==> config.mk <==
export PLATFORM = sky130hd
export DESIGN_NAME = bpsk_demodulator
export DESIGN_NICKNAME = d
export VERILOG_FILES = /design/src/rtl/bpsk_demodulator.sv
export SDC_FILE = /design/constraint.sdc
export NUM_CORES = 1
export LEC_CHECK = 0
export CORE_AREA = 2 2 107 109
export DETAILED_ROUTE_END_ITERATION = 10
export DIE_AREA = 0 0 109 111
export GPL_TIMING_DRIVEN = 0
export PLACE_DENSITY = 0.66
export SYNTH_ARGS = -nofsm -noshare
export SYNTH_HDL_FRONTEND = slang
export SYNTH_SLANG_ARGS = --single-unit
==> constraint.sdc <==
create_clock -name clk -period 11.48 [get_ports clk]
set_input_delay 2.87 -clock clk [delete_from_list [all_inputs] [get_ports clk]]
set_output_delay 2.87 -clock clk [all_outputs]
set_load 0.01 [all_outputs]
==> src/rtl/bpsk_demodulator.sv <==
// Coherent integrate-and-dump BPSK receiver: correlates samples against a
// +/-1 square-wave reference and dumps a sign decision once per bit.
module bpsk_demodulator #(
  parameter int DATA_W              = 8,
  parameter int SAMPLES_PER_CARRIER = 50,
  parameter int SAMPLES_PER_BIT     = 3750,
  parameter int ACC_W               = 21,
  parameter int LOCK_THRESH         = 100000,
  parameter int LOCK_COUNT          = 4
) (
  input  logic                     clk,
  input  logic                     rst,
  input  logic                     enable,
  input  logic signed [DATA_W-1:0] sample_in,
  input  logic                     sample_valid,
  input  logic                     sync,
  output logic                     bit_out,
  output logic                     bit_valid,
  output logic signed [ACC_W-1:0]  corr_out,
  output logic                     locked
);

  localparam int CW = (SAMPLES_PER_CARRIER > 1) ?
                      $clog2(SAMPLES_PER_CARRIER) : 1;
  localparam int BW = (SAMPLES_PER_BIT > 1) ?
                      $clog2(SAMPLES_PER_BIT) : 1;
  localparam int GW = $clog2(LOCK_COUNT + 1);

  typedef enum logic [1:0] {
    IDLE,
    WAIT_SYNC,
    INTEGRATE
  } state_t;

  state_t                   state_q;
  logic signed [ACC_W-1:0]  acc_q;
  logic signed [ACC_W-1:0]  corr_q;
  logic [CW-1:0]            ccnt_q;
  logic [BW-1:0]            bcnt_q;
  logic [GW-1:0]            good_q;
  logic                     locked_q;
  logic                     bit_out_q;
  logic                     bit_valid_q;

  logic signed [ACC_W-1:0]  ext_d;
  logic signed [ACC_W-1:0]  term_d;
  logic signed [ACC_W-1:0]  sum_d;
  logic [ACC_W-1:0]         mag_d;
  logic [CW-1:0]            ccnt_d;
  logic [GW-1:0]            good_d;
  logic                     last_d;
  logic                     good_bit_d;

  // Extend before negating so that -(-128) becomes +128, not -128.
  always_comb begin
    ext_d      = {{(ACC_W-DATA_W){sample_in[DATA_W-1]}}, sample_in};
    term_d     = (ccnt_q < CW'(SAMPLES_PER_CARRIER/2)) ? ext_d : -ext_d;
    sum_d      = acc_q + term_d;
    mag_d      = sum_d[ACC_W-1] ? -sum_d : sum_d;
    good_bit_d = (mag_d >= ACC_W'(LOCK_THRESH));
    ccnt_d     = (ccnt_q == CW'(SAMPLES_PER_CARRIER-1)) ?
                 '0 : ccnt_q + CW'(1);
    good_d     = (good_q == GW'(LOCK_COUNT)) ?
                 good_q : good_q + GW'(1);
    last_d     = (bcnt_q == BW'(SAMPLES_PER_BIT-1));
  end

  always_ff @(posedge clk or posedge rst) begin
    if (rst) begin
      state_q     <= IDLE;
      acc_q       <= '0;
      corr_q      <= '0;
      ccnt_q      <= '0;
      bcnt_q      <= '0;
      good_q      <= '0;
      locked_q    <= 1'b0;
      bit_out_q   <= 1'b0;
      bit_valid_q <= 1'b0;
    end else begin
      bit_valid_q <= 1'b0;
      if (!enable) begin
        state_q  <= IDLE;
        acc_q    <= '0;
        ccnt_q   <= '0;
        bcnt_q   <= '0;
        good_q   <= '0;
        locked_q <= 1'b0;
      end else begin
        unique case (state_q)
          IDLE: state_q <= WAIT_SYNC;
          WAIT_SYNC: begin
            if (sync && sample_valid) begin
              acc_q   <= ext_d;
              ccnt_q  <= CW'(1);
              bcnt_q  <= BW'(1);
              state_q <= INTEGRATE;
            end
          end
          INTEGRATE: begin
            if (sample_valid && sync) begin
              acc_q    <= ext_d;
              ccnt_q   <= CW'(1);
              bcnt_q   <= BW'(1);
              good_q   <= '0;
              locked_q <= 1'b0;
            end else if (sample_valid) begin
              ccnt_q <= ccnt_d;
              if (last_d) begin
                acc_q       <= '0;
                bcnt_q      <= '0;
                corr_q      <= sum_d;
                bit_out_q   <= !sum_d[ACC_W-1] && (sum_d != '0);
                bit_valid_q <= 1'b1;
                if (good_bit_d) begin
                  good_q   <= good_d;
                  locked_q <= (good_d == GW'(LOCK_COUNT));
                end else begin
                  good_q   <= '0;
                  locked_q <= 1'b0;
                end
              end else begin
                acc_q  <= sum_d;
                bcnt_q <= bcnt_q + BW'(1);
              end
            end
          end
          default: state_q <= IDLE;
        endcase
      end
    end
  end

  assign bit_out   = bit_out_q;
  assign bit_valid = bit_valid_q;
  assign corr_out  = corr_q;
  assign locked    = locked_q;

endmodule

==> results of run 1 <==
## cells in the mapped netlist (3+ instances only)
master      n  area (sq um)
buf_2       3          15.0
o21a_1      6          45.0
o31ai_1     4          30.0
nor4_1      3          18.8
or2_2       6          37.5
ha_1       30           375
nor2_1     48           180
a211oi_1    7          52.6
a21oi_1    42           210
nand3_1    19          95.1
a22oi_1     8          60.1
inv_1      20          75.1
and3_1      4          25.0
nor4_4      3          63.8
a211o_1     4          35.0
or3_1       5          31.3
xor2_1     17           149
a31oi_1     7          43.8
o22ai_1     3          18.8
xnor2_1    16           140
nand2b_1    4          25.0
nand4_1    12          75.1
nand2_1   106           398
nor2b_1     3          18.8
nor3_1      8          40.0
clkbuf_1   15          56.3
dfrtp_1    68          1700
a21o_1     10          75.1
o21ai_0    45           225
o211ai_1    7          52.6
nand3b_1    4          30.0
and2_1      3          18.8
## critical path: cells and delay by family
kind            cells  cell delay [ns]
simple gates        9             2.24
fa+ha+maj           1             0.42
compound gates      4             1.51
buf+inv             1             0.53
## per-layer routing
metal  share of wire [%]  global-route usage [%]
met2                  47                    34.7
met4                 2.3                    8.55
met5                   0                       0
met1                  47                    31.4
met3                 3.7                    3.00
## cell usage in the layout (no fill, tap or decap), drive strengths merged, types with 5 or more instances in the layout
cell and n:
a21o 10, a21oi 43, a22oi 8, xor2 17, xnor2 16, o31ai 5, nand3 19, inv 20
nand2 106, a31oi 7, o21ai 47, buf 7, dfrtp 68, o21a 6, o211ai 8, or3 5
ha 30, nor2 48, nor4 7, or2 6, nor3 8, a211oi 7, nand4 12, clkdlybuf4s50 36
clkbuf 26
## how the worst min path moves through the flow
stage	end	depth (start not counted)	slack, ns	from
2_1_floorplan	acc_q[0]	2	0.45	acc_q[0]
3_3_place_gp	corr_out[4]	2	0.46	corr_out[4]
4_1_cts	corr_out[3]	2	0.48	corr_out[3]
5_1_grt	corr_out[1]	2	0.50	corr_out[1]
6_report	corr_out[3]	2	0.48	corr_out[3]
3_5_place_dp	corr_out[11]	2	0.47	corr_out[11]
## cell type report
class | count | area [sq um]
Buffer | 22 | 101
Clock buffer | 11 | 233
Clock inverter | 3 | 40.0
Fill cell | 1009 | 5430
Inverter | 20 | 77.6
Multi-Input combinational cell | 474 | 2960
Sequential cell | 68 | 1700
Tap cell | 143 | 179
Timing Repair Buffer | 36 | 360
## metrics by stage
stage,setup WS [ns],util [%]
6_report,4.11,51.0
5_1_grt,3.77,51.0
4_1_cts,4.13,51.0
3_5_place_dp,3.82,48.6
3_3_place_gp,3.82,48.5
2_1_floorplan,5.04,-
## kinds of logic (layout without fill, tap and decap cells)
kind of cell	after synthesis	count (layout)	synth area share [%]
mux	3	3	0.647
compound gates	168	168	22.5
xor+xnor	33	33	5.98
buf+inv	42	92	3.65
simple gates	239	239	23.9
fa+ha+maj	31	31	8.17
flops	68	68	35.2
## power by group through the flow
| stage | clock (W) | sequential, W | combinational, W |
|---|---|---|---|
| floorplan | 0 | 0.000263 | 0.000144 |
| global placement | 0 | 0.000264 | 0.000196 |
| detailed placement | 0 | 0.000264 | 0.000199 |
| CTS | 0.000269 | 0.000260 | 0.000201 |
| global route | 0.000279 | 0.000262 | 0.000224 |
| finish | 0.000265 | 0.000261 | 0.000204 |
## sequential cells by signal (all words and copies together) (netlist names)
register / cells
acc_q: 21
bcnt_q: 12
bit_out: 1
bit_valid: 1
ccnt_q: 6
corr_out: 21
good_q: 3
locked: 1
state_q: 2
==> summary.md, run 1 <==
| Metric | Value |
|---|---|
| Initial antenna violation count | `0` |
| Syn Area/Cell | `8.28 sq um` |
| Full die area | `around 0.012 sq mm` |
| Setup crit start kind | `input port` |
| GRT Total Usage | `between 20 and 25%` |
| Max Cap Viol | `0` |
| CP required | `approximately 12 ns` |
| # DRC | `0` |
| Path depth of the worst reg2reg path | `17` |
| Critical Path AT | `7.59 ns` |
| Clock sink total | `68` |
| Skew final | `0.00679 ns` |
| Vias in the first global route | `4411` |
| Int Power | `0.000489 W` |
| CP max stage delay | `0.84 ns` |
| Syn-to-layout area delta | `16.8%` |
| Row count | `39` |
| Max Buffers Root-to-Sink | `2` |
| Switch Pwr | `0.000241 W` |
| DR pass1 iterations | `4` |
| Worst Setup End Kind | `flip-flop` |
| Gpl congestion | `0.909` |
| Average wire per standard cell | `about 16 um` |
| H-Tree Depth | `3` |
| Post-route design area | `roughly 0.0057 sq mm` |
| Final #Nets | `675` |
| VDD IR max | `0.0804 mV` |
| Max_slew headroom | `34.4%` |
| Crit path max fanout | `6` |
| Placed inst area | `approximately 0.0054 sq mm` |
| Cell count after placement | `763` |
| Cts bufs inserted | `9` |
| Min-delay worst type | `reg -> reg` |
| Mapped Nets | `628` |
| Clock power share | `36.4%` |
| Skew-Pair Late Insertion Delay | `roughly 0.33 ns` |
| Sw frac | `33.0%` |
| Final Setup Violations | `0` |
| Gate power share | `around 28%` |
| Port bufs | `36` |
| Number of setup buffers added after CTS | `0` |
| Initial core utilization | `43.7%` |
| Die Span Y | `111 um` |
| Post-synthesis cell count | `584` |
| Via count | `4523` |
| Cts-stage hold buffer count | `0` |
| RR Endpoint | `good_q[1]` |
| Worst-Margin Slew | `0.968 ns` |
| DRT antenna net count | `0` |
| Yosys warns | `0` |
| Final wirelength | `12.7 mm` |
| RSZ-0062 raised after global routing | `no` |
| R2R setup slack | `6.58 ns` |
| Yosys reg bits | `68` |
| Drt initial violations | `262` |
| Die X | `109 um` |
| Setup Total Neg Slack | `0 ns` |
| Critical-path top delay cell | `o311ai_1` |
| Pwr dens | `129 mW/mm^2` |
| CP startpoint | `sample_in[3]` |
| Number of flops mapped to enable cells by yosys | `0` |
| Synth Flop Type | `dfrtp_1` |
| Count of different cell masters after synthesis | `65` |
| CTS root buf | `clkbuf_16` |
| P_leak | `2.50 nW` |
| Final hold slack | `0.477 ns` |
| Highest clock rate | `136 MHz` |
| CP Class | `in -> reg` |
| R2r startpoint | `ccnt_q[0]` |
| Crit path cell chain | `clkdlybuf4s50_1 > nor4_4 > nand3b_1 > and3_1 > or2_2 > ha_1 > nand3_1 > or3_1 > o21a_1 > o311ai_1 > nand3_1 > nor4_4 > nor3_1 > a21o_1 > a22o_1` |
| Period utilization | `64.2%` |
| Final Non-Filler Cells | `a little under 800` |
| Vias per inst | `between 5 and 6` |
| Final Slew Violations | `0` |
| Num ports | `37` |
| Post-DP HPWL | `9.76 mm` |
| Synth Cell Area | `about 0.0048 sq mm` |
| Fin crit period | `about 7.4 ns` |
| Worst-path clk slew | `0.05 ns` |
| CTS tree | `yes` |
| Layout cells sized above 1 | `5.52%` |
| Number of diodes | `0` |
| Final Total Pwr | `0.000730 W` |
| Seq/Total Area, Yosys | `35.2%` |
| Status | `complete, no violations` |
| Sequential share of power | `35.7%` |
| Post-synth ARST share | `100%` |
| CTS resizes | `0` |
| Final hold viol count | `0` |
| Core area | `roughly 0.011 sq mm` |
| Global route overflow | `0` |
| First-pass GRT wire length | `21.6 mm` |
| Worst setup endpoint | `good_q[1]` |
| Largest net degree at the start of global routing | `between 60 and 70` |
Power figures use the tool's default switching activity.
==> run 2, diff against run 1 <==
--- a/config.mk
+++ b/config.mk
@@ -9,7 +9,7 @@
 export DETAILED_ROUTE_END_ITERATION = 10
 export DIE_AREA = 0 0 109 111
 export GPL_TIMING_DRIVEN = 0
-export PLACE_DENSITY = 0.66
+export PLACE_DENSITY = 0.69
 export SYNTH_ARGS = -nofsm -noshare
 export SYNTH_HDL_FRONTEND = slang
 export SYNTH_SLANG_ARGS = --single-unit
==> constraint.sdc (replaced) <==
create_clock -name clk -period 6.75 [get_ports clk]
set_input_delay 1.6875 -clock clk [delete_from_list [all_inputs] [get_ports clk]]
set_output_delay 1.6875 -clock clk [all_outputs]
set_load 0.01 [all_outputs]
==> run 2 against run 1 <==
Utilization down 0.12 points. Sequential share of layout area increased by 0.073 points. Sequential power rose by 70%. First-iteration DRC count rose by 9.5%. Count of clock-buffer cells in the layout shrank 1. Cell count increased by 0.13%. Wire length up 1.2%.
==> summary.md, run 2 (synthesized netlist as in run 1, its figures left out) <==
| Metric | Value |
|---|---|
| Status | `complete, no violations` |
| Die X | `109 um (unchanged)` |
| Row count | `39 (unchanged)` |
| CTS root buf | `clkbuf_16` |
| Int Power | `0.000795 W (+63%)` |
| Final hold viol count | `0 (unchanged)` |
| Syn-to-layout area delta | `16.6%` |
| Clock power share | `34.5% (-1.9 points)` |
| Via count | `4477 (-1.0%)` |
| Fill cells | `1046 (+3.7%)` |
| Vias per inst | `5.75 (-1.1%)` |
| DR pass1 iterations | `4 (unchanged)` |
| Largest net degree at the start of global routing | `69 (unchanged)` |
| Crit path max fanout | `6 (unchanged)` |
| Worst Setup End Kind | `flip-flop` |
| CP required | `6.97 ns (-4.73 ns)` |
| Pwr dens | `214 mW/mm^2 (+66%)` |
| Worst-path clk slew | `0.05 ns (about the same)` |
| Cts bufs inserted | `9 (unchanged)` |
| Port bufs | `36 (unchanged)` |
| Period utilization | `approximately 93%` |
| Min-delay worst type | `reg -> reg` |
| Worst-Margin Slew | `0.996 ns (+0.0274 ns)` |
| Average wire per standard cell | `16.6 um (+1.1%)` |
| Global route overflow | `0 (unchanged)` |
| Num ports | `37 (unchanged)` |
| Die Span Y | `111 um (unchanged)` |
| Fin crit period | `about 6.3 ns` |
| CTS tree | `yes` |
| Setup crit start kind | `input port` |
| Sequential share of power | `36.7% (+1.0 points)` |
| Min-Delay Startpoint | `corr_out[3]` |
| Post-DP HPWL | `9.79 mm (+0.32%)` |
| VDD IR max | `0.167 mV (+110%)` |
| Max Buffers Root-to-Sink | `2 (unchanged)` |
| RSZ-0062 raised after global routing | `no` |
| Number of diodes | `0 (unchanged)` |
| Most frequent cells in the layout | `nand2_1, dfrtp_1, nor2_1, o21ai_0, a21oi_1` |
| R2R setup slack | `1.82 ns (-4.76 ns)` |
| Setup Total Neg Slack | `0 ns (unchanged)` |
| Most common cell after layout, fill and taps aside | `nand2_1` |
| Post-route design area | `0.00564 sq mm (-0.24%)` |
| First-pass GRT wire length | `22.1 mm (+2.4%)` |
| Skew-Pair Late Insertion Delay | `0.34 ns (about the same)` |
| Final wirelength | `12.9 mm (+1.2%)` |
| Endpoint with the worst hold slack | `corr_out[3]` |
| Final hold slack | `0.475 ns (-0.00145 ns)` |
| Max_slew headroom | `32.6% (-1.9 points)` |
| GRT Total Usage | `22.9% (+0.59 points)` |
| Sw frac | `34.1% (+1.2 points)` |
| Gate power share | `28.8% (+0.9 points)` |
| Path depth of the worst reg2reg path | `17 (unchanged)` |
| Final #Nets | `675 (unchanged)` |
| Switch Pwr | `0.000412 W (+71%)` |
| Placed inst area | `0.00538 sq mm (unchanged)` |
| Cts-stage hold buffer count | `0 (unchanged)` |
| Gpl congestion | `0.963 (+5.9%)` |
| Vias in the first global route | `4520 (+2.5%)` |
| Cell count after placement | `763 (unchanged)` |
| Layout cells sized above 1 | `5.83% (+0.31 points)` |
| DRT antenna net count | `0 (unchanged)` |
| Hold Path Depth | `2 (unchanged)` |
| Drt initial violations | `287 (+9.5%)` |
| RR Endpoint | `good_q[1]` |
| CTS resizes | `0 (unchanged)` |
| Clock sink total | `68 (unchanged)` |
| # DRC | `0 (unchanged)` |
| CP Class | `in -> reg` |
| Critical Path AT | `6.52 ns (-1.07 ns)` |
| Final Setup Violations | `0 (unchanged)` |
| Initial antenna violation count | `0 (unchanged)` |
| Core area | `0.0111 sq mm (unchanged)` |
| Number of setup buffers added after CTS | `0 (unchanged)` |
| Max Cap Viol | `0 (unchanged)` |
| Final Slew Violations | `0 (unchanged)` |
| Initial core utilization | `43.7% (unchanged)` |
| R2r startpoint | `ccnt_q[0]` |
| Skew final | `0.00719 ns (+0.000405 ns)` |
| Highest clock rate | `159 MHz` |
| P_leak | `2.49 nW (-0.44%)` |
| H-Tree Depth | `3 (unchanged)` |
| Full die area | `0.0121 sq mm (unchanged)` |
| Final Non-Filler Cells | `778 (+0.13%)` |
==> run 2: cell count changes in the layout (fill, tap and decap cells not counted) <==
cell and change:
clkinvlp_4 +2, clkinv_2 +1, clkbuf_1 -1, bufinv_16 -1
==> run 2: final cells by class <==
| class | instances | area [sq um] | area share, % |
|---|---|---|---|
| Clock inverter | 5 | 30.0 | 0.533 |
| Sequential cell | 68 | 1700 | 30.2 |
| Clock buffer | 10 | 229 | 4.06 |
| Buffer | 22 | 101 | 1.80 |
| Multi-Input combinational cell | 474 | 2960 | 52.5 |
| Tap cell | 143 | 179 | 3.17 |
| Inverter | 20 | 77.6 | 1.38 |
| Timing Repair Buffer | 36 | 360 | 6.39 |
==> run 2: worst max-delay path by stage <==
stage,end,cells after the start,from,slack [ns]
3_5_place_dp,good_q[1],15,sample_in[3],0.20
4_1_cts,good_q[1],15,sample_in[3],0.51
6_report,good_q[1],15,sample_in[3],0.45
3_3_place_gp,good_q[1],15,sample_in[3],0.31
2_1_floorplan,good_q[1],14,sample_in[3],1.49
5_1_grt,good_q[1],16,sample_in[3],0.16
==> run 2: power groups by stage <==
stage | registers (W) | clock network, W | logic, W
final | 0.000443 | 0.000416 | 0.000348
after global routing | 0.000446 | 0.000443 | 0.000385
after CTS | 0.000443 | 0.000426 | 0.000344
after detailed placement | 0.000450 | 0 | 0.000340
after global placement | 0.000449 | 0 | 0.000334
after floorplan | 0.000447 | 0 | 0.000245
==> run 2: metrics by stage <==
stage / utilization [%] / setup WS (ns) / power, W
after floorplan: - / 1.49 / 0.000692
after global placement: 48.5 / 0.309 / 0.000783
after detailed placement: 48.6 / 0.196 / 0.000790
after CTS: 50.9 / 0.507 / 0.00121
after global routing: 50.9 / 0.163 / 0.00127
final: 50.9 / 0.447 / 0.00121
==> run 2: critical path, stage by stage <==
cell and delay, ns:
clkdlybuf4s50_1 0.54, nor4_4 0.37, nand3b_1 0.16, and3_1 0.28, or2_2 0.30, ha_1 0.40
nand3_1 0.18, or3_1 0.40, o21a_1 0.22, o311ai_1 0.86, nand3_1 0.27, nor4_4 0.31
nor3_1 0.09, a21o_1 0.20, a22o_1 0.24
==> run 2: per-layer routing <==
metal  global-route usage, %  up-vias  part of all wire [%]
li1                        -     2188                     -
met1                    30.9     2149                    46
met2                    35.7      110                    47
met3                    4.35       30                   4.2
met4                    9.74        0                   3.2
met5                       0        -                     0
==> run 3, diff against run 2 <==
--- a/config.mk
+++ b/config.mk
@@ -9,7 +9,7 @@
 export DETAILED_ROUTE_END_ITERATION = 10
 export DIE_AREA = 0 0 109 111
 export GPL_TIMING_DRIVEN = 0
-export PLACE_DENSITY = 0.69
+export PLACE_DENSITY = 0.66
 export SYNTH_ARGS = -nofsm -noshare
 export SYNTH_HDL_FRONTEND = slang
 export SYNTH_SLANG_ARGS = --single-unit
==> constraint.sdc (replaced) <==
create_clock -name clk -period 6.3 [get_ports clk]
set_input_delay 1.575 -clock clk [delete_from_list [all_inputs] [get_ports clk]]
set_output_delay 1.575 -clock clk [all_outputs]
set_load 0.01 [all_outputs]
==> run 3 against run 2 <==
Cell count is 0.13% lower. Critical path depth grew 1. Sequential share of layout area down 0.11 points. Final area increased by 0.38%. Worst setup slack worse by 0.12 ns. Clock skew hardly changed. Total power grew 10%. Via count up 1.3%. Clock power rose by 16%. Combinational power grew 7.2%. Largest cell class unchanged.
==> summary.md, run 3 (synthesized netlist as in run 1, its figures left out) <==
| Metric | Value |
|---|---|
| Cts bufs inserted | `9 (unchanged)` |
| Number of setup buffers added after CTS | `0 (unchanged)` |
| Global route overflow | `0 (unchanged)` |
| Vias per inst | `5.84 (+1.4%)` |
| Highest clock rate | `~170 MHz` |
| Fin crit period | `5.98 ns` |
| Die Span Y | `111 um (unchanged)` |
| Crit path max fanout | `7 (+1)` |
| Final wirelength | `12.7 mm (-1.1%)` |
| Min-delay worst type | `reg -> reg` |
| Layout Utilization | `51.1% (+0.19 points)` |
| Final Total Pwr | `0.00133 W (+10%)` |
| P_leak | `2.50 nW (+0.49%)` |
| Crit path cell chain | `clkdlybuf4s50_1 > nor4_4 > nand2_1 > ha_1 > a21oi_1 > ha_1 > a21oi_1 > a21boi_0 > a211o_1 > xnor2_1 > nand4_1 > nand3_1 > mux2i_1 > o21ai_1 > a21o_1 > a22o_1` |
| H-Tree Depth | `3 (unchanged)` |
| # DRC | `0 (unchanged)` |
| Skew final | `0.00679 ns (-0.000405 ns)` |
| Final #Nets | `675 (unchanged)` |
| Worst-path clk slew | `0.05 ns (about the same)` |
| Vias in the first global route | `4411 (-2.4%)` |
| Gpl congestion | `0.909 (-5.6%)` |
| Final Slew Violations | `0 (unchanged)` |
| VDD IR max | `0.147 mV (-12%)` |
| Cts-stage hold buffer count | `0 (unchanged)` |
| RSZ-0062 raised after global routing | `no` |
| Period utilization | `a little over nine tenths` |
| CTS root buf | `clkbuf_16` |
| Skew-Pair Late Insertion Delay | `0.33 ns (about the same)` |
| Via count | `4536 (+1.3%)` |
| Port bufs | `36 (unchanged)` |
| GRT Total Usage | `22.3% (-0.59 points)` |
| Fill cells | `1009 (-3.5%)` |
| First-pass GRT wire length | `21.6 mm (-2.3%)` |
| Final Setup Violations | `0 (unchanged)` |
| Max_slew headroom | `43.4% (+11 points)` |
| Max Buffers Root-to-Sink | `2 (unchanged)` |
| Most common cell after layout, fill and taps aside | `nand2_1` |
| Num ports | `37 (unchanged)` |
| Max Cap Viol | `0 (unchanged)` |
| Average wire per standard cell | `16.4 um (-0.99%)` |
| Initial core utilization | `43.7% (unchanged)` |
| Pwr dens | `235 mW/mm^2 (+9.9%)` |
| CTS tree | `yes` |
| Cell count after placement | `763 (unchanged)` |
| Most frequent cells in the layout | `nand2_1, dfrtp_1, nor2_1, o21ai_0, a21oi_1` |
| CP required | `6.52 ns (-0.45 ns)` |
| Post-DP HPWL | `9.76 mm (-0.31%)` |
| Die X | `109 um (unchanged)` |
| Largest net degree at the start of global routing | `69 (unchanged)` |
| Setup crit start kind | `input port` |
| Layout cells sized above 1 | `5.68% (-0.15 points)` |
| DRT antenna net count | `0 (unchanged)` |
| Number of diodes | `0 (unchanged)` |
| Status | `complete, no violations` |
| Initial antenna violation count | `0 (unchanged)` |
| Final hold viol count | `0 (unchanged)` |
| CP max stage delay | `0.63 ns (-0.23 ns)` |
| Core area | `0.0111 sq mm (unchanged)` |
| Critical Path AT | `6.19 ns (-0.33 ns)` |
| Worst-Margin Slew | `0.849 ns (-0.146 ns)` |
| Worst Setup End Kind | `flip-flop` |
| Final Non-Filler Cells | `777 (-0.13%)` |
| CP Class | `in -> reg` |
| Drt initial violations | `259 (-9.8%)` |
| Clock sink total | `68 (unchanged)` |
| Syn-to-layout area delta | `17.0%` |
| Full die area | `0.0121 sq mm (unchanged)` |
| Row count | `39 (unchanged)` |
| Critical-path top delay cell | `xnor2_1` |
| DR pass1 iterations | `5 (+1)` |
## run 3: cell count changes in the layout (fill, tap and decap cells not counted)
cell,previous run,this run
clkinv_2,3,2
clkinvlp_4,2,0
bufinv_16,0,1
o311ai_2,0,1
clkbuf_1,16,17
o311ai_1,1,0
## run 3: metal layers
| layer | routed length [um] | GRT usage, % | vias to the layer above |
|---|---|---|---|
| li1 | - | - | 2197 |
| met1 | 5940 | 31.4 | 2202 |
| met2 | 6010 | 34.7 | 110 |
| met3 | 487 | 3.00 | 27 |
| met4 | 296 | 8.55 | 0 |
| met5 | 0 | 0 | - |
## run 3: what timing repair did
action | in CTS | in global routing
hold endpoints to repair | 0 | 0
setup endpoints to repair | 0 | 4
resized for setup | 0 | 1
## run 3: layout make-up
class	instances	area [sq um]	area share (%)
tap	143	179	3.16
sequential	68	1700	30.1
clock buffer	11	233	4.11
inverter	20	77.6	1.37
buffer	22	101	1.79
timing repair buffer	36	360	6.37
clock inverter	3	40.0	0.707
multi-input combinational	474	2970	52.4
## run 3: worst max-delay path: cells and delay by family
family	cells	cell delay, ns
AO/OA/AOI/OAI	7	1.62
XOR/XNOR	1	0.63
adder cells (fa/ha/maj)	2	0.61
buffers and inverters	1	0.53
multiplexers	1	0.20
AND/OR/NAND/NOR	4	1.02
## run 3: where the power goes
group	switching [W]	internal, W	total [W]	leakage (nW)
Clock	0.000183	0.000301	0.000484	0.135
Combinational	0.000240	0.000133	0.000373	1.45
Sequential	0.0000167	0.000458	0.000475	0.917
Total	0.000440	0.000892	0.00133	2.50
## run 3: path summary, 6_finish.rpt
check | startpoint | end | slack (ns) | depth (start not counted)
worst min-delay path | corr_out[3] | corr_out[3] | 0.48 | 2
max in group asynchronous | rst | corr_out[4] | 3.97 | 2
worst min register to register | corr_out[3] | corr_out[3] | 0.48 | 2
min in group asynchronous | rst | corr_out[2] | 1.77 | 2
worst max register to register | ccnt_q[0] | good_q[1] | 1.54 | 18
worst max-delay path | sample_in[3] | good_q[1] | 0.32 | 16
## run 3: metrics by stage
step	hold WS, ns	instance area [sq um]	TNS (ns)	setup slack (ns)
after floorplan	0.454	4840	0	1.15
final	0.477	5660	0	0.323
after global placement	0.461	5380	-0.102	-0.0623
after detailed placement	0.465	5380	-0.118	-0.0700
after CTS	0.484	5650	0	0.247
after global routing	0.504	5660	0	0.0334
